`config.mk`:
```
export PLATFORM = sky130hd
export DESIGN_NAME = rmii_rx_framer
export DESIGN_NICKNAME = d
export VERILOG_FILES = /design/src/rtl/rmii_rx_framer.sv
export SDC_FILE = /design/constraint.sdc
export NUM_CORES = 1
export LEC_CHECK = 0
export CAP_MARGIN = 15
export CORE_MARGIN = 3
export CORE_UTILIZATION = 29
export CTS_CLUSTER_DIAMETER = 80
export CTS_CLUSTER_SIZE = 28
export DETAILED_ROUTE_END_ITERATION = 10
export MAX_ROUTING_LAYER = met4
export SETUP_SLACK_MARGIN = 0.02
export SLEW_MARGIN = 20
export SYNTH_ARGS = -nofsm -noshare
export SYNTH_HDL_FRONTEND = slang
export SYNTH_SLANG_ARGS = --single-unit
```
`constraint.sdc`:
```
create_clock -name clk -period 2.8 [get_ports clk]
set_clock_uncertainty 0.2 [all_clocks]
set_input_delay 0.42 -clock clk [delete_from_list [all_inputs] [get_ports clk]]
set_output_delay 0.42 -clock clk [all_outputs]
set_load 0.05 [all_outputs]
```
`src/rtl/rmii_rx_framer.sv`:
```
// RMII receive framer: finds the preamble and SFD, packs LSB-first dibits into bytes, and resolves CRS_DV toggling at end of frame.
// Latency: the last dibit of a byte is sampled on a strobe and rx_valid follows one clk later. rx_eof follows the second low strobe by one clk.
// Backpressure: none. Bytes are pushed out as they arrive. Define RMII_RX_CRC_EN to add the CRC-32 check and the crc_err output.
module rmii_rx_framer #(
    parameter int PRE_MIN   = 8,
    parameter int MAX_BYTES = 1522
) (
    input  logic        clk,
    input  logic        rst,
    input  logic        speed_10,
    input  logic [1:0]  rmii_rx,
    input  logic        rmii_crs_dv,
    output logic [7:0]  rx_data,
    output logic        rx_valid,
    output logic        rx_sof,
    output logic        rx_eof,
    output logic        rx_err,
    output logic [10:0] rx_bytes,
    output logic        rx_active
`ifdef RMII_RX_CRC_EN
    ,
    output logic        crc_err
`endif
);

    localparam logic [3:0]  LP_PRE_MIN = 4'(PRE_MIN);
    localparam logic [10:0] LP_MAX     = 11'(MAX_BYTES);

    typedef enum logic [1:0] {S_IDLE, S_PRE, S_DATA, S_DROP} state_t;

    state_t      r_state;
    logic [3:0]  r_samp_cnt;
    logic        r_crs_q;
    logic [3:0]  r_pre_cnt;
    logic [1:0]  r_idx;
    logic [1:0]  r_idx_pre;
    logic [5:0]  r_shift;
    logic [10:0] r_bytes;
    logic        r_first;
    logic        r_low;
    logic        r_oversize;

    logic        w_rise;
    logic        w_stb;
    logic [7:0]  w_byte;
    logic        w_crc_bad;

    // A carrier rise seen in IDLE re-phases the 10M sampler so that sampling lands mid-symbol.
    assign w_rise    = (r_state == S_IDLE) && rmii_crs_dv && !r_crs_q;
    assign w_stb     = speed_10 ? ((r_samp_cnt == 4'd4) && !w_rise) : 1'b1;
    assign w_byte    = {rmii_rx, r_shift};
    assign rx_active = (r_state == S_PRE) || (r_state == S_DATA);

`ifdef RMII_RX_CRC_EN
    logic [31:0] r_crc;

    // Reflected CRC-32, one byte per call, LSB first.
    function automatic logic [31:0] f_crc8(input logic [31:0] c, input logic [7:0] d);
        logic [31:0] r;
        r = c ^ {24'h0, d};
        for (int k = 0; k < 8; k++) begin
            r = r[0] ? ((r >> 1) ^ 32'hEDB88320) : (r >> 1);
        end
        return r;
    endfunction

    // 0xDEBB20E3 is the bit-reflected register image of the 0xC704DD7B good-frame residue.
    assign w_crc_bad = (r_crc != 32'hDEBB20E3);
`else
    assign w_crc_bad = 1'b0;
`endif

    // Mod-10 sample counter and carrier history used for 10M strobing.
    always_ff @(posedge clk or posedge rst) begin
        if (rst) begin
            r_samp_cnt <= 4'd0;
            r_crs_q    <= 1'b0;
        end else begin
            r_crs_q <= rmii_crs_dv;
            if (w_rise || r_samp_cnt == 4'd9) begin
                r_samp_cnt <= 4'd0;
            end else begin
                r_samp_cnt <= r_samp_cnt + 4'd1;
            end
        end
    end

    // Framing FSM: preamble hunt, byte assembly, end-of-carrier resolution and the registered outputs.
    always_ff @(posedge clk or posedge rst) begin
        if (rst) begin
            r_state    <= S_IDLE;
            r_pre_cnt  <= 4'd0;
            r_idx      <= 2'd0;
            r_idx_pre  <= 2'd0;
            r_shift    <= 6'd0;
            r_bytes    <= 11'd0;
            r_first    <= 1'b0;
            r_low      <= 1'b0;
            r_oversize <= 1'b0;
            rx_data    <= 8'd0;
            rx_valid   <= 1'b0;
            rx_sof     <= 1'b0;
            rx_eof     <= 1'b0;
            rx_err     <= 1'b0;
            rx_bytes   <= 11'd0;
`ifdef RMII_RX_CRC_EN
            r_crc      <= 32'hFFFFFFFF;
            crc_err    <= 1'b0;
`endif
        end else begin
            rx_valid <= 1'b0;
            rx_sof   <= 1'b0;
            rx_eof   <= 1'b0;
            if (w_stb) begin
                case (r_state)
                    S_IDLE: begin
                        r_low <= 1'b0;
                        if (rmii_crs_dv) begin
                            if (rmii_rx == 2'b01) begin
                                r_state   <= S_PRE;
                                r_pre_cnt <= 4'd1;
                            end else begin
                                r_state <= S_DROP;
                            end
                        end
                    end
                    S_PRE: begin
                        if (!rmii_crs_dv) begin
                            r_state <= S_IDLE;
                        end else if (rmii_rx == 2'b01) begin
                            if (r_pre_cnt != 4'd15) r_pre_cnt <= r_pre_cnt + 4'd1;
                        end else if (rmii_rx == 2'b11 && r_pre_cnt >= LP_PRE_MIN) begin
                            r_state    <= S_DATA;
                            r_idx      <= 2'd0;
                            r_bytes    <= 11'd0;
                            r_first    <= 1'b1;
                            r_low      <= 1'b0;
                            r_oversize <= 1'b0;
`ifdef RMII_RX_CRC_EN
                            r_crc      <= 32'hFFFFFFFF;
`endif
                        end else begin
                            r_state <= S_DROP;
                        end
                    end
                    S_DATA: begin
                        if (!rmii_crs_dv && r_low) begin
                            // Second consecutive low: the frame is over and both low dibits are discarded.
                            r_state  <= S_IDLE;
                            rx_eof   <= 1'b1;
                            rx_bytes <= r_bytes;
                            rx_err   <= (r_idx_pre != 2'd0) || r_oversize || w_crc_bad;
`ifdef RMII_RX_CRC_EN
                            crc_err  <= w_crc_bad;
`endif
                        end else begin
                            r_low <= !rmii_crs_dv;
                            // Remember the byte position before a possible toggle-low dibit so that it can be rolled back.
                            if (!rmii_crs_dv) r_idx_pre <= (r_idx == 2'd3) ? 2'd0 : r_idx;
                            r_shift <= {rmii_rx, r_shift[5:2]};
                            r_idx   <= r_idx + 2'd1;
                            if (r_idx == 2'd3) begin
                                if (r_bytes != 11'h7FF) r_bytes <= r_bytes + 11'd1;
                                if (r_bytes >= LP_MAX) begin
                                    r_oversize <= 1'b1;
                                end else begin
                                    rx_valid <= 1'b1;
                                    rx_data  <= w_byte;
                                    rx_sof   <= r_first;
                                    r_first  <= 1'b0;
`ifdef RMII_RX_CRC_EN
                                    r_crc    <= f_crc8(r_crc, w_byte);
`endif
                                end
                            end
                        end
                    end
                    S_DROP: begin
                        if (!rmii_crs_dv) begin
                            if (r_low) r_state <= S_IDLE;
                            r_low <= 1'b1;
                        end else begin
                            r_low <= 1'b0;
                        end
                    end
                    default: r_state <= S_IDLE;
                endcase
            end
        end
    end

endmodule
```
==> impl_results.md, run 1 <==
* Endpoint class of the critical path: primary output
* Pins Over Slew Limit at 0
* Post-DP HPWL at 3910 um
* Critical path start-end classification: reg2out
* Growth of design area from synthesis to finish at 26.8%
* Core occupancy in the finished layout at 38.4%
* Weighted congestion at the end of routability-driven global placement at 0.820
* Total die area at 11000 um2
* Total wire length after detailed routing at 5500 um
* Commonest non-fill, non-tap cell in the layout: dfrtp_1
* Final layout net count at 324
* Number of warnings reported in the yosys synthesis log at 0
* Vertical die dimension at 105 um
* Hold crit path type: in2async
* Via count at 2102
* Crit start category: register
* Final Cycle Share at 93.0%
* Clock latency reported for the late side of the worst-skew pair at 0.34 ns
* Row count at 35
* Pwr per Cell Area at 941 nW/um2
* Syn Inst Count at 259
* Width of the die at 105 um
* Maximum operating frequency at 384 MHz
* Total power at 3.38 mW
* Floorplan core area at 9370 um2
* Slew of the pin with the lowest slew margin at 0.501 ns
* Unrepaired setup endpoints after global routing: false
* DRC Markers at 0
* Final setup vio count at 0
* Deepest clock path buffer count at 2
* Via count of the first global-routing pass at 2075
* DP Area at 3390 um2
* Global-route wire length before repair at 9520 um
* Setup total negative slack at 0 ns
* Post-synth cell types at 45
* Clk Tree Root Cell: clkbuf_8
* Top library cells by usage in the layout, fill and taps aside: dfrtp_1, clkdlybuf4s50_1, mux2_2, nand2_1, inv_1
* Largest fanout on the critical path at 4
* Antenna violations before repair at 0
* Number of buffers created by CTS at 9
* First-pass iteration count of the detailed router at 5
* Effective utilization at floorplan at 30.3%
* Non-Filler Cell Area, Final at 3600 um2
* Hold WS at 0.251 ns
* Remaining number of nets flagged by the antenna check after routing at 0
* Sequential cell area fraction in the yosys report at 51.2%
* Inserted Diodes at 0
* Final number of hold-violating endpoints at 0
* Number of ports placed on the die boundary at 30
* Nets in the synthesized netlist at 280
* H-tree depth at 3
* Req. time, crit path at 2.18 ns
* Maximum capacitance violations at 0
* Leading register cell type out of synthesis: dfrtp_1
* Routed wire length per instance at 12.6 um
* Result of the run: complete, no violations
* Average footprint of a synthesized cell at 11.0 um2
* Share of cells above drive strength 1 at 20.8%
* Number of clock sinks at 58
* Remaining Overflow, GRT at 0
* Critical path data arrival time at 1.98 ns
* Average via count per standard cell at 4.81
* Worst supply voltage drop on vdd at 0.000587 V
* Max_slew headroom at 66.5%
* Iteration-0 DRC Markers at 86
* Maximum number of pins on one net before global-route repair at 59
* IO Port Bufs at 29
* Number of setup buffers added after CTS at 0
* Hold-fix buffers at CTS at 0
* Number of flops mapped to enable cells by yosys at 0
* Number of synthesized register bits at 58
* CTS clock-pin slew for the worst setup and hold paths at 0.07 ns
* Netlist area before placement at 2840 um2
* Clock tree from TritonCTS: built
* All-layer global routing usage at 11.0%
* Number of gates resized after CTS at 0
* Asr flop ratio synth at 100%
* Post-route minimum period at 2.60 ns
* Static leakage power at 1.60 nW
through the flow:
stage / std cells / setup WS [ns]
3_3_place_gp: 421 / 0.106
3_5_place_dp: 421 / 0.0580
6_report: 437 / 0.195
2_1_floorplan: 259 / 0.367
5_1_grt: 437 / 0.0778
4_1_cts: 437 / 0.160
final timing paths:
check / depth (start not counted) / startpoint / slack (ns) / to
min in group clk: 1 / r_oversize / 0.29 / r_oversize
hold / removal: 3 / rst / 0.25 / r_shift[1]
setup reg to reg: 8 / r_state[1] / 0.29 / r_bytes[7]
setup / recovery: 3 / r_state[1] / 0.20 / rx_active
hold reg to reg: 1 / r_oversize / 0.29 / r_oversize
max in group asynchronous: 3 / rst / 1.91 / rx_err
synth_stat cells (2+ instances only):
master,n,area (um2)
a211o_1,2,17.5
a21oi_1,6,30.0
a31oi_1,4,25.0
and2_1,2,12.5
and3_1,6,37.5
and3b_1,2,17.5
and4_1,2,17.5
clkbuf_1,9,33.8
dfrtp_1,58,1450
ha_1,15,188
inv_1,18,67.6
mux2_2,27,304
nand2_1,23,86.3
nand2b_1,3,18.8
nand3_1,13,65.1
nand4_1,5,31.3
nor2_1,12,45.0
nor2b_1,2,12.5
nor3_1,5,25.0
o211ai_1,3,22.5
o21ai_0,11,55.1
o22a_1,2,17.5
o41ai_1,3,26.3
or4_1,5,37.5
sequential cells by signal (all words and copies together), names as in the netlist:
signal      cells
rx_sof          1
r_crs_q         1
r_state         2
rx_bytes       11
r_shift         6
rx_err          1
rx_eof          1
rx_valid        1
rx_data         8
r_samp_cnt      4
r_idx_pre       2
r_low           1
r_pre_cnt       4
r_oversize      1
r_bytes        11
r_first         1
r_idx           2
cell families (layout without fill, tap and decap cells):
logic type	after synthesis	in the layout	synth area share, %
and+or+nand+nor	85	85	16.0
DFF	58	58	51.2
AOI/OAI and AO/OA	43	43	10.8
muxes	28	28	11.1
buffers and inverters	28	77	3.75
adders and majority gates	15	15	6.62
xor gates and xnor gates	2	2	0.618
cell type report:
type                       instances  area [um2]
sequential                        58        1450
clock buffer                       9         124
timing repair buffer              43         433
tap                              129         161
multi-input combinational        173        1280
inverter                          18        67.6
fill                             945        5780
clock inverter                     7        80.1
worst max-delay path, cell delays in order, from the launching register on:
cell,delay (ns)
dfrtp_1,0.38
inv_1,0.10
ha_1,0.33
clkdlybuf4s50_1,0.82
per-layer routing:
metal	vias to the layer above	routed length (um)	GRT usage, %	part of all wire, %
li1	1026	-	-	-
met1	1024	2500	12.9	45
met2	44	2660	17.5	48
met3	8	253	4.20	4.6
met4	0	84	3.75	1.5
met5	-	0	-	0
report_power, final:
part / switching (mW) / internal, mW
registers: 0.240 / 1.08
clock network: 0.356 / 0.415
logic: 0.769 / 0.519
total: 1.37 / 2.02
Note: power is estimated with default switching activity, not from simulation.
==> inputs of run 2 (changes only) <==
- CTS_CLUSTER_DIAMETER: 80 -> not set
- GPL_ROUTABILITY_DRIVEN: not set -> 1
- GPL_TIMING_DRIVEN: not set -> 0
==> run 2 against run 1 <==
Net effect: worst hold slack lost 0.058 ns; via count grew 0.14%; non-clock buffer count shrank 2; clock-buffer cell count rose by 2; die area is the same; sequential cell count did not move; critical endpoint is now r_bytes[9]; largest cell class unchanged.
==> impl_results.md, run 2 (synthesis results as in run 1) <==
* Result of the run: complete, no violations
* Clock latency reported for the late side of the worst-skew pair at 0.33 ns (about the same)
* All-layer global routing usage at 11.2% (+0.12 points)
* Remaining Overflow, GRT at 0 (unchanged)
* Final number of hold-violating endpoints at 0 (unchanged)
* Global-route wire length before repair at 9630 um (+1.1%)
* Post-layout worst setup margin at 0.159 ns (-0.0365 ns)
* Pins Over Slew Limit at 0 (unchanged)
* Static leakage power at 1.57 nW (-1.9%)
* Total die area at 11000 um2 (unchanged)
* Final setup vio count at 0 (unchanged)
* Antenna violations before repair at 0 (unchanged)
* Non-Filler Cell Area, Final at 3540 um2 (-1.5%)
* Slew of the pin with the lowest slew margin at 0.519 ns (+0.0176 ns)
* Register area at 1450 um2 (unchanged)
* Placed cell count at 418 (-0.71%)
* Post-route insts no fill at 433 (-0.92%)
* Vertical die dimension at 105 um (unchanged)
* Final layout net count at 322 (-0.62%)
* Max_slew headroom at 65.4% (-1.1 points)
* Inserted Diodes at 0 (unchanged)
* Via count at 2105 (+0.14%)
* Maximum capacitance violations at 0 (unchanged)
* Maximum number of pins on one net before global-route repair at 38 (-36%)
* Footprint of the multi-input gates at 1290 um2 (+0.88%)
* Top library cells by usage in the layout, fill and taps aside: dfrtp_1, clkdlybuf4s50_1, mux2_2, nand2_1, inv_1
* Share of cells above drive strength 1 at 17.8% (-3.0 points)
* First-pass iteration count of the detailed router at 4 (-1)
* Row count at 35 (unchanged)
* Remaining number of nets flagged by the antenna check after routing at 0 (unchanged)
* Clk Tree Root Cell: clkbuf_8
* Iteration-0 DRC Markers at 90 (+4.7%)
* Routed wire length per instance at 13.1 um (+4.3%)
* Floorplan core area at 9370 um2 (unchanged)
* DP Area at 3310 um2 (-2.4%)
* Average via count per standard cell at 4.86 (+1.1%)
* Post-route minimum period at 2.64 ns (+0.0365 ns)
* Growth of design area from synthesis to finish at 24.9%
* Post-placement worst setup slack at -0.334 ns (-0.392 ns)
* Total wire length after detailed routing at 5690 um (+3.3%)
* Number of ports placed on the die boundary at 30 (unchanged)
* Commonest non-fill, non-tap cell in the layout: dfrtp_1
* Critical path start-end classification: reg2reg
* Critical path data arrival time at 2.64 ns (+0.66 ns)
* Number of buffers created by CTS at 9 (unchanged)
* Endpoint class of the critical path: register
* Req. time, crit path at 2.80 ns (+0.62 ns)
* # fillers at 965 (+2.1%)
* Number of clock sinks at 58 (unchanged)
* Total power at 3.44 mW (+1.6%)
* Pwr per Cell Area at 971 nW/um2 (+3.2%)
* Largest registers in the final layout: r_bytes x11, rx_bytes x11, rx_data x8
* DRC Markers at 0 (unchanged)
* H-tree depth at 3 (unchanged)
* CTS clock-pin slew for the worst setup and hold paths at 0.06 ns (about the same)
* Post-DP HPWL at 4020 um (+3.0%)
* Effective utilization at floorplan at 30.3% (unchanged)
* Clock tree from TritonCTS: built
* Deepest clock path buffer count at 2 (unchanged)
* Unrepaired setup endpoints after global routing: true
* IO Port Bufs at 29 (unchanged)
* Maximum operating frequency at 379 MHz (-1.4%)
* Weighted congestion at the end of routability-driven global placement at 0.822 (+0.20%)
* R2r worst-path depth at 9 (+1)
* Largest fanout on the critical path at 10 (+6)
* Hold crit path type: in2async
* Crit start category: register
* Via count of the first global-routing pass at 1991 (-4.0%)
* Worst supply voltage drop on vdd at 0.000561 V (-4.3%)
* Final Cycle Share at 94.3% (+1.3 points)
* Width of the die at 105 um (unchanged)
-- run 2: path summary, 6_finish.rpt --
path,from,end,slack [ns]
max,r_state[0],r_bytes[9],0.16
min,rst,r_bytes[3],0.19
max reg2reg,r_state[0],r_bytes[9],0.16
min reg2reg,r_first,rx_sof,0.29
max in group asynchronous,rst,r_idx[0],1.74
min in group clk,r_first,rx_sof,0.29
-- run 2: worst max-delay path, cell delays in order, from the launching register on --
cell and delay, ns:
dfrtp_1 0.38, inv_1 0.11, ha_1 0.25, and3b_1 0.22, o31ai_4 0.32, nand4_1 0.23, buf_2 0.25, clkbuf_1 0.26
a2bb2oi_1 0.21, o41ai_1 0.09
-- run 2: per-layer routing --
metal	routed length, um	global-route usage (%)	vias to the layer above
li1	-	-	1019
met1	2670	14.0	1032
met2	2670	16.5	47
met3	278	4.51	7
met4	75	3.56	0
met5	0	-	-
-- run 2: layout make-up --
type	count	area share [%]
buffer	9	1.06
clock buffer	11	3.99
sequential	58	41.0
tap	129	4.56
timing repair buffer	32	9.18
inverter	18	1.98
clock inverter	3	1.84
multi-input combinational	173	36.4
-- run 2: report_power, final --
group          internal [mW]  switching (mW)  leakage (nW)
combinational          0.490           0.815         0.707
clock                  0.514           0.308         0.105
sequential              1.09           0.227         0.760
total                   2.09            1.35          1.57
-- run 2: repair_timing --
| action | CTS | global route |
|---|---|---|
| setup buffers | 0 | 2 |
| gates resized for setup | 2 | 4 |
| hold buffers | 0 | 0 |
| setup endpoints to repair | 34 | 35 |
| pin swaps | 0 | 3 |
| endpoints found under the hold margin | 0 | 0 |
-- run 2: metrics by stage --
| stage | hold slack [ns] | utilization (%) | TNS [ns] |
|---|---|---|---|
| finish | 0.194 | 37.8 | 0 |
| global route | 0.213 | 37.8 | 0 |
| CTS | 0.190 | 37.6 | 0 |
| detailed placement | 0.288 | 35.3 | -9.13 |
| global placement | 0.280 | 35.1 | -28.22 |
| floorplan | 0.251 | - | 0 |
==> inputs of run 3 (changes only) <==
- CAP_MARGIN: 15 -> 20
==> results of run 3 <==
Same layout as run 2: the final DEF is identical, and so are final timing and power.
